File: src/rtl/debounce_bank_pkg.sv
// -----------------------------------------------------------------------------
// debounce_bank_pkg
// Shared definitions for the multi-channel button debouncer:
//   - default parameter values for the bank
//   - cnt_width(): bits needed to hold the values 0..n
//   - params_legal(): parameter sanity check used at elaboration
//   - ch_status_t: per-channel result bundle (level plus event pulses)
// No ports; imported by the interface, the channel and the top.
// -----------------------------------------------------------------------------
package debounce_bank_pkg;

  localparam int DEF_NUM_CH       = 3;
  localparam int DEF_TICK_DIV     = 1;
  localparam int DEF_STABLE_TICKS = 8;
  localparam int DEF_HOLD_TICKS   = 0;

  typedef struct packed {
    logic level;
    logic rise;
    logic fall;
    logic held;
  } ch_status_t;

  // Counter width for a range of 0..n. Never returns 0, so a degenerate
  // range still yields a declarable vector.
  function automatic int cnt_width(input int n);
    return (n < 1) ? 1 : $clog2(n + 1);
  endfunction

  function automatic bit params_legal(input int num_ch, input int tick_div,
                                      input int stable_ticks, input int hold_ticks);
    return (num_ch >= 1) && (tick_div >= 1) && (stable_ticks >= 1) && (hold_ticks >= 0);
  endfunction

endpackage

File: src/rtl/debounce_bank_if.sv
// -----------------------------------------------------------------------------
// debounce_bank_if
// Bundles the raw pad inputs and the filtered per-channel outputs.
//   button     raw asynchronous button levels, bit i = channel i
//   debounced  filtered level per channel
//   rise       one-cycle pulse on debounced 0->1
//   fall       one-cycle pulse on debounced 1->0
//   held       one-cycle pulse when a press has lasted HOLD_TICKS ticks
// master: the pad / user side (drives button). slave: the debouncer.
// -----------------------------------------------------------------------------
interface debounce_bank_if
  import debounce_bank_pkg::*;
#(
  parameter int NUM_CH = DEF_NUM_CH
);

  logic [NUM_CH-1:0] button;
  logic [NUM_CH-1:0] debounced;
  logic [NUM_CH-1:0] rise;
  logic [NUM_CH-1:0] fall;
  logic [NUM_CH-1:0] held;

  modport master (output button, input debounced, rise, fall, held);
  modport slave  (input button, output debounced, rise, fall, held);

endinterface

File: src/rtl/debounce_bank_channel.sv
// -----------------------------------------------------------------------------
// debounce_channel
// One debounce lane: 2-flop synchroniser, stability filter, edge pulses and
// optional long-press detection.
//   clk     system clock
//   reset   asynchronous active-high reset, clears every flop
//   tick    shared sample strobe from the bank prescaler
//   button  raw asynchronous input for this lane
//   status  level / rise / fall / held for this lane (all registered)
// -----------------------------------------------------------------------------
module debounce_channel
  import debounce_bank_pkg::*;
#(
  parameter int STABLE_TICKS = DEF_STABLE_TICKS,
  parameter int HOLD_TICKS   = DEF_HOLD_TICKS
) (
  input  logic       clk,
  input  logic       reset,
  input  logic       tick,
  input  logic       button,
  output ch_status_t status
);

  localparam int             CW   = cnt_width(STABLE_TICKS);
  localparam logic [CW-1:0]  LAST = CW'(STABLE_TICKS - 1);

  logic          sync_p0;
  logic          sync_p1;
  logic [CW-1:0] stab_cnt;
  logic          level;
  logic          rise;
  logic          fall;
  logic          held;

  // Stage p0/p1: metastability synchroniser
  always_ff @(posedge clk or posedge reset) begin
    if (reset) begin
      sync_p0 <= 1'b0;
      sync_p1 <= 1'b0;
    end else begin
      sync_p0 <= button;
      sync_p1 <= sync_p0;
    end
  end

  // Stability filter: any cycle where the synchronised input agrees with the
  // current level restarts the count, even between ticks, so a glitch of any
  // length short of STABLE_TICKS ticks is discarded.
  always_ff @(posedge clk or posedge reset) begin
    if (reset) begin
      stab_cnt <= '0;
      level    <= 1'b0;
      rise     <= 1'b0;
      fall     <= 1'b0;
    end else begin
      rise <= 1'b0;
      fall <= 1'b0;
      if (sync_p1 == level) begin
        stab_cnt <= '0;
      end else if (tick) begin
        if (stab_cnt == LAST) begin
          level    <= sync_p1;
          stab_cnt <= '0;
          rise     <= sync_p1;
          fall     <= ~sync_p1;
        end else begin
          stab_cnt <= stab_cnt + 1'b1;
        end
      end
    end
  end

  // Long-press detection: counts ticks of a stable high level and saturates,
  // so held fires once per press.
  if (HOLD_TICKS > 0) begin : g_hold
    localparam int            HW       = cnt_width(HOLD_TICKS);
    localparam logic [HW-1:0] HOLD_MAX = HW'(HOLD_TICKS);

    logic [HW-1:0] hold_cnt;

    always_ff @(posedge clk or posedge reset) begin
      if (reset) begin
        hold_cnt <= '0;
        held     <= 1'b0;
      end else begin
        held <= 1'b0;
        if (!level) begin
          hold_cnt <= '0;
        end else if (tick && (hold_cnt != HOLD_MAX)) begin
          hold_cnt <= hold_cnt + 1'b1;
          held     <= (hold_cnt == HOLD_MAX - 1'b1);
        end
      end
    end
  end else begin : g_no_hold
    assign held = 1'b0;
  end

  assign status = '{level: level, rise: rise, fall: fall, held: held};

endmodule

File: src/rtl/debounce_bank.sv
// -----------------------------------------------------------------------------
// debounce_bank
// Multi-channel push-button debouncer. Owns the shared sample prescaler and
// one debounce_channel per button.
//   clk    system clock, all state on the rising edge
//   reset  asynchronous active-high reset, clears all state and outputs
//   bus    debounce_bank_if.slave: button in; debounced/rise/fall/held out
// Parameters: NUM_CH channels, TICK_DIV clocks per sample tick, STABLE_TICKS
// ticks of a changed input to flip a level, HOLD_TICKS ticks of high level
// before held fires (0 disables held).
// -----------------------------------------------------------------------------
module debounce_bank
  import debounce_bank_pkg::*;
#(
  parameter int NUM_CH       = DEF_NUM_CH,
  parameter int TICK_DIV     = DEF_TICK_DIV,
  parameter int STABLE_TICKS = DEF_STABLE_TICKS,
  parameter int HOLD_TICKS   = DEF_HOLD_TICKS
) (
  input logic            clk,
  input logic            reset,
  debounce_bank_if.slave bus
);

  if (!params_legal(NUM_CH, TICK_DIV, STABLE_TICKS, HOLD_TICKS)) begin : g_bad_params
    $fatal(1, "debounce_bank: NUM_CH, TICK_DIV and STABLE_TICKS must be >= 1, HOLD_TICKS >= 0");
  end

  logic tick;

  // Shared prescaler: tick on the last count of each TICK_DIV-cycle period
  if (TICK_DIV == 1) begin : g_no_presc
    assign tick = 1'b1;
  end else begin : g_presc
    localparam int            PW   = $clog2(TICK_DIV);
    localparam logic [PW-1:0] PMAX = PW'(TICK_DIV - 1);

    logic [PW-1:0] presc_cnt;

    always_ff @(posedge clk or posedge reset) begin
      if (reset) begin
        presc_cnt <= '0;
      end else begin
        presc_cnt <= (presc_cnt == PMAX) ? '0 : presc_cnt + 1'b1;
      end
    end

    assign tick = (presc_cnt == PMAX);
  end

  ch_status_t status [NUM_CH];

  for (genvar i = 0; i < NUM_CH; i++) begin : g_ch
    debounce_channel #(
      .STABLE_TICKS (STABLE_TICKS),
      .HOLD_TICKS   (HOLD_TICKS)
    ) u_ch (
      .clk    (clk),
      .reset  (reset),
      .tick   (tick),
      .button (bus.button[i]),
      .status (status[i])
    );

    assign bus.debounced[i] = status[i].level;
    assign bus.rise[i]      = status[i].rise;
    assign bus.fall[i]      = status[i].fall;
    assign bus.held[i]      = status[i].held;
  end

endmodule

File: src/flat_wrapper.sv
// flat-port wrapper written by rule: the top's interface ports become plain ports
module debounce_bank_flat import debounce_bank_pkg::*;
#(
  parameter int NUM_CH       = DEF_NUM_CH,
  parameter int TICK_DIV     = DEF_TICK_DIV,
  parameter int STABLE_TICKS = DEF_STABLE_TICKS,
  parameter int HOLD_TICKS   = DEF_HOLD_TICKS
)
  (clk, reset, bus_button, bus_debounced, bus_rise, bus_fall, bus_held);
  debounce_bank_if #(.NUM_CH(NUM_CH)) bus_i ();
  input logic clk;
  input logic reset;
  input wire logic [$bits(bus_i.button)-1:0] bus_button;
  output wire logic [$bits(bus_i.debounced)-1:0] bus_debounced;
  output wire logic [$bits(bus_i.rise)-1:0] bus_rise;
  output wire logic [$bits(bus_i.fall)-1:0] bus_fall;
  output wire logic [$bits(bus_i.held)-1:0] bus_held;
  assign bus_i.button = bus_button;
  assign bus_debounced = bus_i.debounced;
  assign bus_rise = bus_i.rise;
  assign bus_fall = bus_i.fall;
  assign bus_held = bus_i.held;
  debounce_bank #(.NUM_CH(NUM_CH), .TICK_DIV(TICK_DIV), .STABLE_TICKS(STABLE_TICKS), .HOLD_TICKS(HOLD_TICKS)) u_core (.clk(clk), .reset(reset), .bus(bus_i));
endmodule
File: config.mk
export PLATFORM = sky130hd
export DESIGN_NAME = debounce_bank_flat
export DESIGN_NICKNAME = d
export VERILOG_FILES = /design/src/rtl/debounce_bank_pkg.sv /design/src/rtl/debounce_bank_if.sv /design/src/rtl/debounce_bank_channel.sv /design/src/rtl/debounce_bank.sv /design/src/flat_wrapper.sv
export SDC_FILE = /design/constraint.sdc
export NUM_CORES = 1
export LEC_CHECK = 0
export CORE_MARGIN = 2
export CORE_UTILIZATION = 45
export DETAILED_ROUTE_END_ITERATION = 7
export GPL_ROUTABILITY_DRIVEN = 0
export PLACE_DENSITY = 0.64
export SETUP_SLACK_MARGIN = 0.2
export SKIP_CTS_REPAIR_TIMING = 1
export SLEW_MARGIN = 5
export SYNTH_ARGS = -nofsm -noshare
export SYNTH_HDL_FRONTEND = slang
export SYNTH_HIERARCHICAL = 1
export SYNTH_SLANG_ARGS = --single-unit
export TNS_END_PERCENT = 50
File: constraint.sdc
create_clock -name clk -period 1.75 [get_ports clk]
set_input_delay 0.35 -clock clk [delete_from_list [all_inputs] [get_ports clk]]
set_output_delay 0.35 -clock clk [all_outputs]
set_load 0.02 [all_outputs]
=== After elaboration in Yosys (flattened, before gate mapping) ===
Cells that the tools add are included.

* Add/sub/neg operators: 3
* Multipliers: 0
* Equality and inequality tests: 6
* Reduce and logical (&&, ||, !) cells: 3
* Muxes and demuxes: 18
* Divide/modulo/power cells: 0
* Shift-type cells: 0
* Bitwise gates (word level): 6
* Magnitude comparators: 0

{| class="wikitable"
|+ Operator list
! cell !! number
|-
| $mux W4 || 6
|-
| $add A4 B1 Y4 const B || 3
|-
| $eq A4 B3 Y1 const B || 3
|-
| $mux W1 || 12
|-
| $not A1 Y1 || 6
|-
| $reduce_and A2 Y1 || 3
|-
| $eq A1 B1 Y1 || 3
|}

* Bits in registers: 27
* Memories: 0
* Logic and storage cells: 54
* Bits in latches: 0
* Bits in read-only memories: 0
* Output and inout bits: 12
* Bits in writable memories: 0

=== Depth between registers and ports, before layout ===
Gate-level depths: netlist of the first run.

* Word-level depth: 3
* Gate-level depth with buffers: 4
* Gate-level depth less buffers: 4

=== Cells and area by module ===
Netlist of the first run, hierarchy kept.

{| class="wikitable"
|+ Modules (own cells, without submodules)
! module !! area an instance (sq um) !! sequential area each (sq um) !! cells an instance !! times used
|-
| debounce_channel || 400.4 || 225.2 || 34 || 3
|-
| debounce_bank || 3.8 || 0.0 || 1 || 1
|}

=== Least setup slack after synthesis of the first run ===
Ideal clock, no wire load.

* Kind: flip-flop to flip-flop
* Start point: reg u_core.g_ch[0].u_ch.stab_cnt[0]
* End point: reg u_core.g_ch[0].u_ch.level
* Path slack: 0.547 ns
* Path buffers: 0
* Period minus slack after synthesis: 1.203 ns
* Stages on the path, launching flop included: 4
* Data arrival time: 1.078 ns
* Cells stage by stage: dfrtp_1 -> ha_1 -> nand4b_1 -> mux2_2

* Word-level cells in the longest chain between the ends: 2

{| class="wikitable"
|+ RTL lines
! element !! RTL line !! source
|-
| start: declaration || debounce_bank_channel.sv:29 || <nowiki>logic [CW-1:0] stab_cnt;</nowiki>
|-
| start signal: assignment || debounce_bank_channel.sv:67 || <nowiki>stab_cnt <= stab_cnt + 1'b1;</nowiki>
|-
| $eq A4 B3 Y1 || debounce_bank_channel.sv:61 || <nowiki>if (stab_cnt == LAST) begin</nowiki>
|-
| $reduce_and A2 Y1 (no line) || - ||
|-
| end signal: assignment || debounce_bank_channel.sv:62 || <nowiki>level <= sync_p1;</nowiki>
|-
| end: declaration || debounce_bank_channel.sv:30 || <nowiki>logic level;</nowiki>
|}

Every way passes these cells.
A chain may end at the register's enable or synchronous reset.

=== Worst setup path in the final report of the first run ===
* Start point: reg u_core.g_ch[2].u_ch.fall
* End point: out bus_fall[2]

{| class="wikitable"
|+ RTL lines
! element !! RTL line !! source
|-
| start: declaration || debounce_bank_channel.sv:32 || <nowiki>logic fall;</nowiki>
|-
| start signal: assignment || debounce_bank_channel.sv:65 || <nowiki>fall <= ~sync_p1;</nowiki>
|-
| end: declaration || flat_wrapper.sv:16 || <nowiki>output wire logic [$bits(bus_i.fall)-1:0] bus_fall;</nowiki>
|}

No word-level cell between the ends.

==> impl_metrics.yaml, run 1 <==
placement:
  port_buffers: 13
  place_ws_ns: 0.372
  hpwl_um: 1280
power_and_ir_drop:
  intPower_uw: 758
  power_frac_comb_pct: 7.0
  ir_worst_vdd_mv: 0.472
  power.density_nw_per_um2: 719
  seqPwrFrac_pct: 66.0
  p_sw_uw: 238
  leakagePower_nw: 0.705
  clkPwrFrac_pct: 27.0
  swShare_pct: 23.9
timing:
  hold_viol_final: 0
  period_minus_slack_ns: 1.63
  fin_crit_sh_pct: 93.3
  tns_ns: 0
  fin_worst_skew_ns: 0.00789
  fin_ws_ns: 0.118
  setup_viol: 0
  rsz0062_at_grt: "yes"
  maxSlewViolCount: 0
  timing.fmax_ghz: 0.613
setup_path:
  critPathRequiredTime_ns: 1.40
  worstReg2RegStart: "u_core/g_ch[0].u_ch/stab_cnt[0]"
  worstSetupStartpoint: "u_core/g_ch[2].u_ch/fall"
  crit_fanout: 1
  path_class: "flip-flop to output port"
  cp-end-kind: "output port"
  reg2regPathDepth: 3
  regToRegEndpoint: "u_core/g_ch[0].u_ch/level"
  crit_path_max_incr_delay_ns: 0.60
  regToRegSetupSlack_ns: 0.44
  worst_path_max_delay_cell: "clkdlybuf4s50_1"
  worst-path-buf-inv: 1
  path_depth: 1
  path_cells: "clkdlybuf4s50_1"
  worstPathArrival_ns: 1.28
  crit_family: "buffers and inverters"
  start_kind: "flip-flop"
  crit_end: "bus_fall[2]"
global_routing:
  globalRouteMet2Util_pct: 21.3
  grt_antenna_before_repair: 0
  use_met1_pct: 14.6
  grt_usage_pct: 12.6
  grt.busiest_layer: "met2"
  grt-ovfl-total: 0
  met3_usage_pct: 2.79
  grt_max_degree: 17
  grt_pass1_wl_um: 3040
  grt_pass1_vias: 703
detailed_routing:
  wl_um: 1670
  drc_errors: 0
  drt.antenna.violating_nets: 0
  wl_per_cell_um: 10.8
  drt_iter0_markers: 10
  via_per_inst: 4.69
  via_count: 727
  drtPass1Iterations: 4
synth:
  synth.avg_cell_area_um2: 11.7
  synth_area_um2: 1200
  yosysWarnings: 6
  synth-seq-area-share_pct: 56.1
  syn_inst: 103
  yosysUniqueCellTypes: 19
  synth_seq_cells: 27
cells_and_area:
  drive_above_1_share_pct: 8.00
  final_nets: 134
  area_growth_pct: 15.1
  diodes: 0
  fillers: 217
floorplan:
  initial_core_util_pct: 48.2
  die_x_um: 55.7
  die_area_um2: 3110
  num_rows: 18
  boundaryPins: 17
  core_um2: 2500
  die_h_um: 55.7
cts:
  cts.sinks: 27
  clk_latency_ns: 0.32
  numCtsBuffers: 3
  clockRootBuffer: "clkbuf_4"
  cts.path.max_buffers: 2
  cts_tree: "built"
  cts.clk_slew.worst_paths_ns: 0.15
  htree_levels: 1
run:
  cap_violations: 0
run_status:
  status: "complete, no violations"
hold_path:
  min_path_type: "primary input to asynchronous set/reset pin"
==> per-layer routing <==
layer	wire [µm]	part of all wire, %	vias to the layer above
met5	0	0	-
li1	-	-	359
met4	40	2.4	0
met3	64	3.8	4
met1	780	47	350
met2	789	47	14
==> power groups by stage <==
| stage | logic [mW] | clock network [mW] | registers [mW] |
|---|---|---|---|
| final | 0.0700 | 0.269 | 0.658 |
| after global routing | 0.0829 | 0.309 | 0.661 |
| after CTS | 0.0708 | 0.285 | 0.658 |
| after detailed placement | 0.0709 | 0 | 0.669 |
| after global placement | 0.0691 | 0 | 0.668 |
| after floorplan | 0.0576 | 0 | 0.665 |
==> kinds of logic (layout without fill, tap and decap cells) <==
family | after synthesis | after routing | share of synthesized area [%]
compound gates | 6 | 6 | 3.43
buf+inv | 15 | 20 | 8.41
xor+xnor | 6 | 6 | 4.36
fa+ha+maj | 3 | 3 | 3.12
simple gates | 36 | 36 | 18.1
other cells | 4 | 21 | 1.25
mux | 6 | 6 | 5.30
flops | 27 | 27 | 56.1
==> layout by cell type (no fill, tap or decap), drive strengths merged, types with 4 or more instances in the layout <==
cell,n
nor3b,6
conb,21
dfrtp,27
nor2,6
a21oi,6
nand3b,6
clkdlybuf4s50,9
dlymetal6s2s,4
nand2,6
==> final cells by class <==
| cell class | instances | area (µm²) | share of cell area (%) |
|---|---|---|---|
| flip-flops and latches | 27 | 676 | 48.7 |
| multi-input cells | 78 | 492 | 35.5 |
| repair buffers | 13 | 140 | 10.1 |
| well taps | 30 | 37.5 | 2.71 |
| clock buffers | 3 | 22.5 | 1.62 |
| inverters | 3 | 11.3 | 0.812 |
| clock inverters | 1 | 7.51 | 0.542 |
==> worst register-to-register path: cells and delay by family (launching register included) <==
| family | cells | cell delay, ns |
|---|---|---|
| muxes | 1 | 0.35 |
| and+or+nand+nor | 1 | 0.17 |
| DFF | 1 | 0.44 |
| adders and majority gates | 1 | 0.25 |
==> registers in the layout (all words and copies together) (netlist names) <==
signal                     count
u_core/g_ch.u_ch/sync_p1       3
u_core/g_ch.u_ch/rise          3
u_core/g_ch.u_ch/sync_p0       3
u_core/g_ch.u_ch/level         3
u_core/g_ch.u_ch/stab_cnt     12
u_core/g_ch.u_ch/fall          3
==> Yosys cell counts, drive strengths merged <==
cell type / instances / area, µm²
nand2b: 3 / 18.8
nand2: 6 / 22.5
mux2: 3 / 33.8
conb: 4 / 15.0
xnor2: 3 / 26.3
nand4: 3 / 18.8
inv: 3 / 11.3
ha: 3 / 37.5
dfrtp: 27 / 676
mux2i: 3 / 30.0
nor2: 6 / 22.5
nand3b: 6 / 45.0
xor2: 3 / 26.3
buf: 12 / 90.1
or3: 3 / 18.8
a21oi: 6 / 41.3
nor3b: 6 / 45.0
nand4b: 3 / 26.3
==> worst min path at each step <==
stage | endpoint | slack (ns) | cells past startpoint
global placement | u_core/g_ch[1].u_ch/sync_p1 | 0.33 | 0
global route | u_core/g_ch[0].u_ch/stab_cnt[2] | 0.35 | 2
finish | u_core/g_ch[2].u_ch/stab_cnt[3] | 0.32 | 2
floorplan | u_core/g_ch[0].u_ch/fall | 0.18 | 1
CTS | u_core/g_ch[0].u_ch/stab_cnt[0] | 0.34 | 2
detailed placement | u_core/g_ch[1].u_ch/sync_p1 | 0.34 | 0
==> metrics by stage <==
stage	power (mW)	std cells	hold WS, ns	cell area [µm²]	util, %
4_1_cts	1.01	155	0.336	1380	55.1
5_1_grt	1.05	155	0.353	1390	55.5
2_1_floorplan	0.723	120	0.178	1270	-
3_5_place_dp	0.740	151	0.336	1350	53.9
6_report	0.996	155	0.322	1390	55.5
3_3_place_gp	0.737	151	0.332	1350	53.9
Power figures use the tool's default switching activity.
==> run 2: changes to the inputs <==
--- a/config.mk
+++ b/config.mk
@@ -5,14 +5,13 @@
 export SDC_FILE = /design/constraint.sdc
 export NUM_CORES = 1
 export LEC_CHECK = 0
-export CORE_MARGIN = 2
 export CORE_UTILIZATION = 45
 export DETAILED_ROUTE_END_ITERATION = 7
 export GPL_ROUTABILITY_DRIVEN = 0
 export PLACE_DENSITY = 0.64
 export SETUP_SLACK_MARGIN = 0.2
 export SKIP_CTS_REPAIR_TIMING = 1
-export SLEW_MARGIN = 5
+export SLEW_MARGIN = 20
 export SYNTH_ARGS = -nofsm -noshare
 export SYNTH_HDL_FRONTEND = slang
 export SYNTH_HIERARCHICAL = 1
==> impl_metrics.yaml, run 2 (same netlist as run 1, synthesis figures left out) <==
setup_path:
  path_cells: "clkdlybuf4s50_1"
  worstPathArrival_ns: 1.26
  critPathRequiredTime_ns: 1.40
  cp-end-kind: "output port"
  crit_family: "buffers and inverters"
  path_class: "flip-flop to output port"
  worst_path_max_delay_cell: "clkdlybuf4s50_1"
  crit_fanout: 1
  crit_path_max_incr_delay_ns: 0.59
  regToRegSetupSlack_ns: 0.45
  worst-path-buf-inv: 1
  worstReg2RegStart: "u_core/g_ch[0].u_ch/stab_cnt[0]"
  start_kind: "flip-flop"
  worstSetupStartpoint: "u_core/g_ch[0].u_ch/rise"
cells_and_area:
  fillers: 213
  regMostFlops: "u_core/g_ch.u_ch/stab_cnt"
  area_growth_pct: 14.7
  largest_reg_flops: 12
  final_common_cell: "dfrtp_1"
  layout.cells.most_common_list: "dfrtp_1 (27), conb_1 (21), clkdlybuf4s50_1 (9)"
  final_area_um2: 1380
  layout.cells.non_filler: 155
  final_nets: 134
  diodes: 0
  drive_above_1_share_pct: 7.20
cts:
  cts_tree: "built"
  cts.path.max_buffers: 2
  cts.sinks: 27
  cts.clk_slew.worst_paths_ns: 0.14
  clockRootBuffer: "clkbuf_4"
  numCtsBuffers: 3
  htree_levels: 1
  clk_latency_ns: 0.31
detailed_routing:
  drt_iter0_markers: 6
  via_per_inst: 4.62
  wl_um: 1610
  drtPass1Iterations: 4
  drt.antenna.violating_nets: 0
  drc_errors: 0
  wl_per_cell_um: 10.4
  via_count: 716
global_routing:
  grt_antenna_before_repair: 0
  grt_usage_pct: 13.5
  grt-ovfl-total: 0
  grt_max_degree: 15
  grt_pass1_vias: 653
  grt_pass1_wl_um: 2680
power_and_ir_drop:
  swShare_pct: 22.7
  power_frac_comb_pct: 7.2
  leakagePower_nw: 0.706
  seqPwrFrac_pct: 66.9
  p_sw_uw: 223
  clkPwrFrac_pct: 26.0
  intPower_uw: 759
  power.density_nw_per_um2: 711
  ir_worst_vdd_mv: 0.371
timing:
  fin_worst_skew_ns: 0.00448
  timing.fmax_ghz: 0.622
  hold_viol_final: 0
  setup_viol: 0
  tns_ns: 0
  rsz0062_at_grt: "yes"
  whs_ns: 0.347
  fin_crit_sh_pct: 91.9
  period_minus_slack_ns: 1.61
  maxSlewViolCount: 0
floorplan:
  num_rows: 18
  die_h_um: 53.7
  die_x_um: 53.7
  initial_core_util_pct: 48.2
  boundaryPins: 17
  die_area_um2: 2890
  core_um2: 2500
run:
  cap_violations: 0
placement:
  hpwl_um: 1220
  post_dp_cell_area_um2: 1350
  port_buffers: 13
  dp.cells: 151
run_status:
  status: "complete, no violations"
hold_path:
  min_path_type: "primary input to asynchronous set/reset pin"
-- run 2: metrics by stage --
step	utilization, %	power, mW	setup WS, ns
floorplan	-	0.723	0.547
global placement	53.9	0.738	0.399
detailed placement	53.9	0.741	0.377
CTS	54.9	1.00	0.000991
global route	55.3	1.03	0.0827
finish	55.3	0.983	0.141
-- run 2: final timing paths --
path / cells after the start / endpoint
hold reg to reg: 0 / u_core/g_ch[2].u_ch/sync_p1
min in group clk: 0 / u_core/g_ch[2].u_ch/sync_p1
setup / recovery: 1 / bus_rise[0]
setup reg to reg: 3 / u_core/g_ch[0].u_ch/level
max in group asynchronous: 2 / u_core/g_ch[2].u_ch/stab_cnt[3]
hold / removal: 2 / u_core/g_ch[0].u_ch/stab_cnt[2]
-- run 2: final cells by class --
cell class | count | area, µm² | area share [%]
Sequential cell | 27 | 676 | 48.9
Clock buffer | 4 | 26.3 | 1.90
Timing Repair Buffer | 13 | 140 | 10.1
Multi-Input combinational cell | 78 | 492 | 35.6
Tap cell | 30 | 37.5 | 2.71
Inverter | 3 | 11.3 | 0.814
-- run 2: power by group through the flow --
stage / sequential [mW] / combinational [mW] / clock, mW
2_1_floorplan: 0.665 / 0.0576 / 0
3_3_place_gp: 0.668 / 0.0695 / 0
3_5_place_dp: 0.669 / 0.0717 / 0
4_1_cts: 0.657 / 0.0717 / 0.275
5_1_grt: 0.661 / 0.0822 / 0.292
6_report: 0.657 / 0.0705 / 0.255
-- run 2: routing by layer --
metal  routed length (µm)  global-route usage (%)  vias up
li1                     -                       -      360
met1                  745                    16.0      339
met2                  787                    22.4       15
met3                   61                    2.54        2
met4                   15                    7.89        0
met5                    0                       0        -
==> run 3: changes to the inputs <==
==> constraint.sdc (replaced) <==
create_clock -name clk -period 1.75 [get_ports clk]
set_input_delay 0.35 -clock clk [delete_from_list [all_inputs] [get_ports clk]]
set_output_delay 0.35 -clock clk [all_outputs]
set_load 0.01 [all_outputs]
==> impl_metrics.yaml, run 3 (same netlist as run 1, synthesis figures left out) <==
run_status:
  status: "complete, no violations"
setup_path:
  critPathRequiredTime_ns: 1.40
  worst-path-buf-inv: 1
  crit_fanout: 3
  cp-end-kind: "output port"
  start_kind: "flip-flop"
  worst_path_max_delay_cell: "clkdlybuf4s50_1"
  crit_family: "buffers and inverters"
  crit_path_max_incr_delay_ns: 0.54
  worstPathArrival_ns: 1.23
  path_cells: "clkdlybuf4s50_1"
  worstSetupStartpoint: "u_core/g_ch[1].u_ch/level"
  worstReg2RegStart: "u_core/g_ch[2].u_ch/stab_cnt[0]"
  path_class: "flip-flop to output port"
cells_and_area:
  final_common_cell: "dfrtp_1"
  layout.cells.most_common_list: "dfrtp_1 (27), conb_1 (21), clkdlybuf4s50_1 (10)"
  final_nets: 137
  regMostFlops: "u_core/g_ch.u_ch/stab_cnt"
  diodes: 0
  drive_above_1_share_pct: 9.38
  largest_reg_flops: 12
  area_growth_pct: 16.4
  final_area_um2: 1400
run:
  cap_violations: 0
timing:
  tns_ns: 0
  timing.fmax_ghz: 0.633
  maxSlewViolCount: 0
  hold_viol_final: 0
  period_minus_slack_ns: 1.58
  fin_worst_skew_ns: 0.00475
  setup_viol: 0
  fin_crit_sh_pct: 90.2
  rsz0062_at_grt: "yes"
cts:
  cts.path.max_buffers: 2
  cts_tree: "built"
  cts.clk_slew.worst_paths_ns: 0.13
  cts.sinks: 27
  numCtsBuffers: 3
  clk_latency_ns: 0.31
  htree_levels: 1
  clockRootBuffer: "clkbuf_4"
global_routing:
  globalRouteMet2Util_pct: 19.1
  grt.busiest_layer: "met2"
  met3_usage_pct: 2.54
  grt_usage_pct: 12.8
  grt_pass1_vias: 611
  use_met1_pct: 17.5
  grt_antenna_before_repair: 0
  grt_max_degree: 15
  grt_pass1_wl_um: 2610
  grt-ovfl-total: 0
floorplan:
  boundaryPins: 17
  die_area_um2: 2890
  core_um2: 2500
  num_rows: 18
  die_x_um: 53.7
  initial_core_util_pct: 48.2
  die_h_um: 53.7
detailed_routing:
  via_count: 711
  drt_iter0_markers: 10
  drtPass1Iterations: 4
  via_per_inst: 4.50
  wl_per_cell_um: 10.1
  drc_errors: 0
  wl_um: 1600
  drt.antenna.violating_nets: 0
power_and_ir_drop:
  ir_worst_vdd_mv: 0.531
  leakagePower_nw: 0.704
  power.density_nw_per_um2: 697
placement:
  port_buffers: 13
  hpwl_um: 1200
  post_dp_cell_area_um2: 1350
hold_path:
  min_path_type: "primary input to asynchronous set/reset pin"
==> run 3: cell count changes in the layout (fill, tap and decap cells not counted) <==
cell,previous run,this run
dlymetal6s2s_1,4,3
clkdlybuf4s50_1,9,10
buf_4,0,3
==> run 3: area by class of cell <==
cell class                      count  area [µm²]
Sequential cell                    27         676
Inverter                            3        11.3
Tap cell                           30        37.5
Timing Repair Buffer               16         160
Fill cell                         216        1100
Multi-Input combinational cell     78         492
Clock buffer                        4        26.3
==> run 3: where the power goes <==
part / internal (mW) / total (mW) / switching (mW)
logic: 0.0291 / 0.0669 / 0.0378
registers: 0.642 / 0.657 / 0.0156
clock network: 0.0888 / 0.253 / 0.164
total: 0.760 / 0.977 / 0.217
==> run 3: per-layer routing <==
metal,routed length [µm],part of all wire (%)
met5,0,0
met3,55,3.4
met1,782,49
met4,15,0.94
met2,750,47
==> run 3: per-stage QoR <==
stage / cells / hold slack [ns] / power (mW) / util (%) / worst slack (ns)
2_1_floorplan: 120 / 0.178 / 0.720 / - / 0.547
3_3_place_gp: 151 / 0.333 / 0.734 / 53.9 / 0.467
3_5_place_dp: 151 / 0.336 / 0.737 / 53.9 / 0.446
4_1_cts: 155 / 0.338 / 0.998 / 54.9 / 0.0635
5_1_grt: 158 / 0.335 / 1.05 / 56.1 / 0.0809
6_report: 158 / 0.335 / 0.977 / 56.1 / 0.171
==> run 3: worst paths after layout <==
kind | slack (ns) | depth (start not counted) | to
setup / recovery | 0.17 | 1 | bus_debounced[1]
setup reg to reg | 0.43 | 3 | u_core/g_ch[2].u_ch/level
hold reg to reg | 0.36 | 0 | u_core/g_ch[1].u_ch/sync_p1
hold / removal | 0.34 | 2 | u_core/g_ch[1].u_ch/sync_p1
min in group clk | 0.36 | 0 | u_core/g_ch[1].u_ch/sync_p1
max in group asynchronous | 1.17 | 2 | u_core/g_ch[2].u_ch/level
